==> config.mk <==
export PLATFORM = sky130hd
export DESIGN_NAME = serial_tx_arbiter
export DESIGN_NICKNAME = d
export VERILOG_FILES = /design/src/rtl/serial_tx_arbiter.sv
export SDC_FILE = /design/constraint.sdc
export NUM_CORES = 1
export LEC_CHECK = 0
export CAP_MARGIN = 20
export CORE_AREA = 2 2 54 56
export DETAILED_ROUTE_END_ITERATION = 6
export DIE_AREA = 0 0 56 58
export GPL_ROUTABILITY_DRIVEN = 0
export GPL_TIMING_DRIVEN = 0
export PLACE_DENSITY = 0.9
export SLEW_MARGIN = 20
export SYNTH_ARGS = -nofsm -noshare
export SYNTH_HDL_FRONTEND = slang
export SYNTH_SLANG_ARGS = --single-unit
==> constraint.sdc <==
create_clock -name clk -period 2.2 [get_ports clk]
set_input_delay 0.33 -clock clk [delete_from_list [all_inputs] [get_ports clk]]
set_output_delay 0.33 -clock clk [all_outputs]
set_load 0.02 [all_outputs]
==> src/rtl/serial_tx_arbiter.sv <==
// serial_tx_arbiter
//
// Shares one byte serializer among NREQ requesters. A round-robin search
// picks an owner in IDLE. The owner's byte is offered in SEND, and WAIT
// holds off the next byte until the serializer reports the end of the frame.
// A requester may keep the bus for up to MAXBURST consecutive frames by
// leaving req_last low.
//
// Handshake: a byte moves to the serializer on any cycle where tx_valid and
// tx_ready are both high. tx_valid never drops while a byte is pending. The
// owning requester sees a one-cycle gnt pulse in that same cycle. It must
// hold req/req_data/req_last stable until it sees that pulse.
//
// Ports
//   clk, rstn        clock, synchronous active-low reset
//   req, req_last    per-requester request level / end-of-burst flag
//   req_data         requester i byte at [i*NBITS +: NBITS]
//   gnt              one-hot acceptance pulse to the owner
//   tx_data/valid    byte offered to the serializer
//   tx_ready         serializer can take a byte
//   tx_done          one-cycle end-of-frame pulse from the serializer
//   busy             arbiter is in SEND or WAIT
//   owner            current or last owner index
//   locked           owner holds the bus for a continuing burst
//   dbg_state_o      FSM state (0 IDLE, 1 SEND, 2 WAIT)
module serial_tx_arbiter #(
  parameter int NBITS    = 8,
  parameter int NREQ     = 4,
  parameter int MAXBURST = 4
) (
  input  logic                     clk,
  input  logic                     rstn,
  input  logic [NREQ-1:0]          req,
  input  logic [NREQ-1:0]          req_last,
  input  logic [NREQ*NBITS-1:0]    req_data,
  output logic [NREQ-1:0]          gnt,
  output logic [NBITS-1:0]         tx_data,
  output logic                     tx_valid,
  input  logic                     tx_ready,
  input  logic                     tx_done,
  output logic                     busy,
  output logic [$clog2(NREQ)-1:0]  owner,
  output logic                     locked,
  output logic [1:0]               dbg_state_o
);

  localparam int OW = $clog2(NREQ);
  localparam int BW = $clog2(MAXBURST + 1);

  typedef enum logic [1:0] {
    ST_IDLE = 2'd0,
    ST_SEND = 2'd1,
    ST_WAIT = 2'd2
  } state_e;

  state_e          state_q, state_d;
  logic [OW-1:0]   owner_q, owner_d;
  logic [OW-1:0]   last_owner_q, last_owner_d;
  logic [BW-1:0]   beats_q, beats_d;
  logic            lock_q, lock_d;

  logic [OW-1:0]   winner;
  logic            win_found;
  logic            handshake;
  logic            lock_next;

  // Round-robin search: start one past the last owner and wrap modulo NREQ.
  // The explicit subtraction keeps the wrap correct when NREQ is not a power
  // of two.
  always_comb begin
    int            idx;
    logic [OW-1:0] sel;
    winner    = '0;
    win_found = 1'b0;
    idx       = 0;
    sel       = '0;
    for (int k = 1; k <= NREQ; k++) begin
      idx = int'(last_owner_q) + k;
      if (idx >= NREQ) idx = idx - NREQ;
      sel = OW'(idx);
      if (!win_found && req[sel]) begin
        winner    = sel;
        win_found = 1'b1;
      end
    end
  end

  // The handshake is gated by rstn, so a reset cycle never issues a grant.
  assign handshake = (state_q == ST_SEND) && tx_ready && rstn;
  // beats_q counts frames already sent in this burst. The frame being
  // accepted now is number beats_q+1.
  assign lock_next = !req_last[owner_q] && ((int'(beats_q) + 1) < MAXBURST);

  always_comb begin
    state_d      = state_q;
    owner_d      = owner_q;
    last_owner_d = last_owner_q;
    beats_d      = beats_q;
    lock_d       = lock_q;
    case (state_q)
      ST_IDLE: begin
        lock_d = 1'b0;
        if (win_found) begin
          owner_d      = winner;
          last_owner_d = winner;
          beats_d      = '0;
          state_d      = ST_SEND;
        end
      end
      ST_SEND: begin
        if (handshake) begin
          beats_d = (beats_q == BW'(MAXBURST)) ? beats_q : beats_q + BW'(1);
          lock_d  = lock_next;
          state_d = ST_WAIT;
        end
      end
      ST_WAIT: begin
        if (tx_done) begin
          if (lock_q && req[owner_q]) begin
            state_d = ST_SEND;
          end else begin
            state_d = ST_IDLE;
            lock_d  = 1'b0;
          end
        end
      end
      default: begin
        state_d = ST_IDLE;
        lock_d  = 1'b0;
      end
    endcase
  end

  always_ff @(posedge clk) begin
    if (!rstn) begin
      state_q      <= ST_IDLE;
      owner_q      <= '0;
      last_owner_q <= OW'(NREQ - 1);
      beats_q      <= '0;
      lock_q       <= 1'b0;
    end else begin
      state_q      <= state_d;
      owner_q      <= owner_d;
      last_owner_q <= last_owner_d;
      beats_q      <= beats_d;
      lock_q       <= lock_d;
    end
  end

  assign tx_valid    = (state_q == ST_SEND);
  assign tx_data     = (state_q == ST_SEND) ? req_data[int'(owner_q)*NBITS +: NBITS] : '0;
  assign gnt         = handshake ? ({{(NREQ-1){1'b0}}, 1'b1} << owner_q) : '0;
  assign busy        = (state_q != ST_IDLE);
  assign owner       = owner_q;
  assign locked      = lock_q;
  assign dbg_state_o = state_q;

endmodule

==> qor.yml, run 1 <==
status:
  status: "finished clean"
critical_path:
  worstSetupEndpointType: "primary output"
  reg2reg_to: "locked"
  cpPeakStageDelay_ns: 0.56
  critical-path-top-delay-family: "multiplexers"
  critPathBufInv: 2
  cp-start-kind: "flop"
  worstPathArrival_ns: 1.78
  cp_max_fo: 6
  cp.required_ns: 1.87
  criticalPathCategory: "reg2out"
  path_cells: "buf_6 > mux4_1 > and2_1 > dlygate4sd2_1"
  reg2reg_depth: 5
  cp_slowest_cell: "mux4_1"
  r2r_slack_ns: 0.30
  r2r-start: "owner[0]"
cts:
  cts_num_sinks: 10
  root_buffer: "clkbuf_4"
  cts_hold_buf: 0
  insertion_delay_ns: 0.25
  cts.path.max_buffers: 2
  htree_levels: 1
  postCtsSetupBuffers: 0
  clk_pin_slew_ns: 0.07
  cts_tree: "done"
  cts_buffers: 3
route:
  drtIter0Drc: 30
  vias: 1038
  viasPerCell: 5.52
  antenna_left: 0
  wirelength_um: 3090
  wl_per_cell_um: 16.4
  dr.pass1.iters: 4
  drc: 0
final_layout:
  syn2layout_area_growth_pct: 74.1
  drive_gt1_frac: 0.153
  nets: 205
  fillers: 229
  final_cells: 188
  final_area_um2: 1560
  antenna_cells: 0
  finish.utilization: 0.585
placement:
  placed_cells: 186
  dp_hpwl_um: 2490
  post_dp_cell_area_um2: 1550
  numPortBuffers: 62
timing:
  slew_violations: 0
  fin_skew_ns: 0.00388
  tightest_slew_ns: 0.397
  fmax_mhz: 474
  rsz0062_at_grt: "false"
  hold_viol: 0
  finalCritPeriodShare: 0.958
  period_minus_slack_ns: 2.11
  slew_headroom: 0.735
  setup_viol: 0
die:
  core-area_um2: 2660
  initial_utilization: 0.336
  die_x_um: 56
  ios: 63
  die_y_um: 58
  dieArea_um2: 3250
  row_count: 19
grt:
  overflow: 0
  first_global_vias: 969
  grt_max_degree: 11
  grt_usage: 0.184
  grt_pass1_wl_um: 4720
  grt_antenna_before_repair: 0
logic_synthesis:
  synth_seq_cells: 10
  syn_inst: 93
  ys.flop_type: "dfxtp_1"
  synth-edff-count: 0
  synth_cell_types: 37
  postSynth.asyncResetShare: 0
  synth_area_per_cell_um2: 9.62
  syn_area_um2: 895
  ys_warn_count: 0
  synth_nets: 139
  synth-seq-area-share: 0.224
worst_hold_path:
  min_to: "beats_q[1]"
  hp-start: "beats_q[1]"
  hold_class: "reg2reg"
  holdPathStages: 2
power_and_ir_drop:
  ir_drop_mv: 0.332
  leakagePower_uw: 0.000631
  power_density_nw_per_um2: 461
job:
  maxCapViolCount: 0
## placed cells by master, fill, tap and decap left out, types with 2 or more instances in the layout
master,count
dlygate4sd2_1,4
a211oi_1,2
o221ai_1,2
nor2_1,5
o21ai_0,4
nor2b_1,2
and2_1,8
clkdlybuf4s15_2,2
clkbuf_2,6
mux4_1,4
clkdlybuf4s50_1,50
o211ai_1,3
o21a_1,2
nor3b_1,3
inv_1,4
clkbuf_4,3
ha_1,2
a21oi_1,3
nand2_1,7
dfxtp_1,10
or2_2,3
mux4_2,6
## worst min-delay path, cell delays in order (launching register included)
cell and delay (ns):
dfxtp_1 0.33, nand2_1 0.06, mux2i_1 0.05
## synth_stat cells (2+ instances only)
| master | count | area, µm² |
|---|---|---|
| dfxtp_1 | 10 | 200 |
| and2_1 | 8 | 50.1 |
| nand2_1 | 7 | 26.3 |
| mux4_2 | 6 | 135 |
| inv_1 | 5 | 18.8 |
| nor2_1 | 5 | 18.8 |
| mux4_1 | 4 | 105 |
| o21ai_0 | 4 | 20.0 |
| a21oi_1 | 3 | 15.0 |
| clkbuf_1 | 3 | 11.3 |
| nor3b_1 | 3 | 22.5 |
| o211ai_1 | 3 | 22.5 |
| or2_2 | 3 | 18.8 |
| a211oi_1 | 2 | 15.0 |
| ha_1 | 2 | 25.0 |
| nor2b_1 | 2 | 12.5 |
| o21a_1 | 2 | 15.0 |
| o221ai_1 | 2 | 17.5 |
## sequential cells by signal, summed over array words and instances (netlist names)
| register | count |
|---|---|
| beats_q | 3 |
| dbg_state_o | 2 |
| last_owner_q | 2 |
| locked | 1 |
| owner | 2 |
## what timing repair did
action                     CTS  global route
hold endpoints to repair     0             0
resized for setup           25            10
setup endpoints to repair   12             9
## how the worst max path moves through the flow
| stage | from | end | slack [ns] | depth (start not counted) |
|---|---|---|---|---|
| after CTS | tx_ready | gnt[2] | 0.002 | 6 |
| after global placement | tx_ready | gnt[2] | -0.31 | 6 |
| after detailed placement | tx_ready | gnt[2] | -0.34 | 6 |
| after global routing | owner[0] | tx_data[7] | 0.03 | 4 |
| after floorplan | owner[0] | locked | 0.28 | 5 |
| final | owner[0] | tx_data[5] | 0.09 | 4 |
## final cells by class
type,instances,area (µm²),area share
multi-input cells,73,649,0.417
repair buffers,62,593,0.381
flip-flops and latches,10,200,0.129
well taps,31,38.8,0.0249
plain buffers,4,35.0,0.0225
clock buffers,3,22.5,0.0145
inverters,5,18.8,0.0120
## cells by family (layout without fill, tap and decap cells)
| kind of cell | Yosys count | after routing | synth area share |
|---|---|---|---|
| buffers and inverters | 10 | 74 | 0.0517 |
| AND/OR/NAND/NOR | 38 | 38 | 0.245 |
| flip-flops | 10 | 10 | 0.224 |
| multiplexers | 11 | 11 | 0.280 |
| adder cells (fa/ha/maj) | 2 | 2 | 0.0280 |
| AO/OA/AOI/OAI | 22 | 22 | 0.172 |
## per-stage QoR
step | power [µW] | setup TNS [ns] | worst slack (ns) | hold slack, ns
floorplan | 425 | 0 | 0.280 | 0.455
global placement | 592 | -1.39 | -0.308 | 0.463
detailed placement | 607 | -1.78 | -0.340 | 0.478
CTS | 723 | 0 | 0.00203 | 0.487
global route | 753 | 0 | 0.0322 | 0.509
finish | 717 | 0 | 0.0914 | 0.485
## where the power goes
| part | internal, µW | switching, µW | total [µW] |
|---|---|---|---|
| clock network | 62.9 | 57.7 | 121 |
| logic | 215 | 161 | 376 |
| registers | 199 | 21.5 | 221 |
## metal layers
metal	share of wire	vias up	wire [µm]	track usage
met5	0	-	0	0
met1	0.39	488	1190	0.230
met3	0.11	2	326	0.0513
met4	0.0026	0	8	0.0204
met2	0.50	62	1560	0.329
li1	-	486	-	-
Note: power is estimated with default switching activity, not from simulation.
==> inputs of run 2 (changes only) <==
Settings changed: GPL_ROUTABILITY_DRIVEN 0 to unset, HOLD_SLACK_MARGIN set to 0.05, SLEW_MARGIN 20 to 0.
==> results of run 2 <==
The final DEF is identical to that of run 1; final timing and power are the same.
==> inputs of run 3 (changes only) <==
Settings changed: CELL_PAD_IN_SITES_DETAIL_PLACEMENT set to 1, CELL_PAD_IN_SITES_GLOBAL_PLACEMENT set to 1, CORE_AREA 2 2 54 56 to 2 2 65 67, CTS_BUF_LIST set to sky130_fd_sc_hd__clkbuf_16, DIE_AREA 0 0 56 58 to 0 0 67 69, PLACE_DENSITY 0.9 to 0.88.
==> qor.yml, run 3 (synthesis gave the netlist of run 1 again) <==
power_and_ir_drop:
  ir_drop_mv: 0.528
  total_power_uw: 927
  leakagePower_uw: 0.000666
  power_density_nw_per_um2: 569
final_layout:
  mostFrequentLayoutCells: "50 x clkdlybuf4s50_1, 10 x dfxtp_1, 8 x and2_1"
  fillers: 455
  multi_input_area_um2: 649
  drive_gt1_frac: 0.139
  nets: 205
  largest_register_ffs: 3
  seq_area_um2: 200
  largest-register: "beats_q"
  antenna_cells: 0
  final_area_um2: 1630
  syn2layout_area_growth_pct: 82.0
  layout_commonest_cell: "clkdlybuf4s50_1"
cts:
  insertion_delay_ns: 0.24
  clk_pin_slew_ns: 0.04
  root_buffer: "clkbuf_16"
  htree_levels: 1
  cts_tree: "done"
  postCtsSetupBuffers: 0
  cts_buffers: 3
  cts.path.max_buffers: 2
  cts_num_sinks: 10
timing:
  hold_viol: 0
  fin_skew_ns: 0.00713
  period_minus_slack_ns: 2.09
  tightest_slew_ns: 0.411
  fmax_mhz: 479
  slew_violations: 0
  rsz0062_at_grt: "false"
  setup_viol: 0
  slew_headroom: 0.726
  finalCritPeriodShare: 0.948
grt:
  grt_usage: 0.147
  overflow: 0
  grt_antenna_before_repair: 0
  grt_max_degree: 11
  grt_pass1_wl_um: 5230
  first_global_vias: 1066
critical_path:
  cp.required_ns: 1.87
  cp_slowest_cell: "mux4_1"
  worstSetupEndpointType: "primary output"
  cp-start-kind: "flop"
  cp_max_fo: 6
  r2r-start: "owner[0]"
  r2r_slack_ns: 0.25
  path_cells: "buf_6 > mux4_1 > and2_1 > dlygate4sd2_1"
  criticalPathCategory: "reg2out"
  cpPeakStageDelay_ns: 0.54
  reg2reg_to: "locked"
  worstPathArrival_ns: 1.76
  reg2reg_depth: 5
placement:
  numPortBuffers: 62
  post_dp_cell_area_um2: 1580
  dp_hpwl_um: 2830
  gp_congestion: 0.713
die:
  core-area_um2: 3910
  die_y_um: 69
  dieArea_um2: 4620
  die_x_um: 67
  row_count: 23
  ios: 63
  initial_utilization: 0.229
route:
  drt-met1-wl_um: 1370
  wl_per_cell_um: 16.7
  drtIter0Drc: 30
  antenna_left: 0
  viasPerCell: 4.90
  wl_met3_um: 391
  routed.top_layer: "met4"
  met2_length_um: 1700
  drc: 0
  dr.pass1.iters: 4
  vias: 1020
  wirelength_um: 3480
job:
  maxCapViolCount: 0
worst_hold_path:
  hold_class: "reg2reg"
  min_to: "beats_q[1]"
  holdPathStages: 2
  hp-start: "beats_q[1]"
status:
  status: "finished clean"
==> run 3: what timing repair did <==
item                       in CTS  in global routing
setup endpoints to repair      12                  6
gates cloned                    0                  0
resized for setup              18                 12
hold buffers                    0                  0
==> run 3: how the worst max path moves through the flow <==
stage / from / endpoint / slack, ns / cells after the start
2_1_floorplan: owner[0] / locked / 0.28 / 5
3_3_place_gp: tx_ready / gnt[1] / -0.33 / 6
3_5_place_dp: tx_ready / gnt[1] / -0.40 / 6
4_1_cts: owner[0] / tx_data[1] / 0.006 / 5
5_1_grt: owner[0] / tx_data[6] / 0.04 / 4
6_report: owner[0] / tx_data[5] / 0.11 / 4
==> run 3: metal layers <==
metal / track usage / up-vias
li1: - / 489
met1: 0.161 / 473
met2: 0.264 / 56
met3: 0.0538 / 2
met4: 0.0295 / 0
met5: 0 / -
==> run 3: power breakdown <==
group          switching [µW]  internal, µW  leakage, µW  total, µW
logic                     163           214     0.000545        377
registers                22.6           200    0.0000824        223
clock network            88.3           239    0.0000385        327
total                     274           653     0.000666        927
==> run 3: final cells by class <==
cell class,instances,area share
flip-flops and latches,10,0.123
multi-input cells,73,0.399
clock buffers,3,0.0461
well taps,50,0.0384
plain buffers,4,0.0215
repair buffers,62,0.358
clock inverters,1,0.00231
inverters,5,0.0115
==> run 3: per-stage QoR <==
stage | worst slack (ns) | cells | util | hold WS (ns) | TNS, ns
2_1_floorplan | 0.280 | 93 | - | 0.455 | 0
3_3_place_gp | -0.333 | 205 | 0.403 | 0.464 | -1.73
3_5_place_dp | -0.398 | 205 | 0.403 | 0.498 | -2.00
4_1_cts | 0.00576 | 208 | 0.422 | 0.510 | 0
5_1_grt | 0.0377 | 208 | 0.416 | 0.522 | 0
6_report | 0.114 | 208 | 0.416 | 0.517 | 0
==> run 3: critical path, delay by kind of cell (launching register included) <==
family	cells	cell delay [ns]
flip-flops	1	0.35
multiplexers	1	0.54
buffers and inverters	2	0.47
AND/OR/NAND/NOR	1	0.16
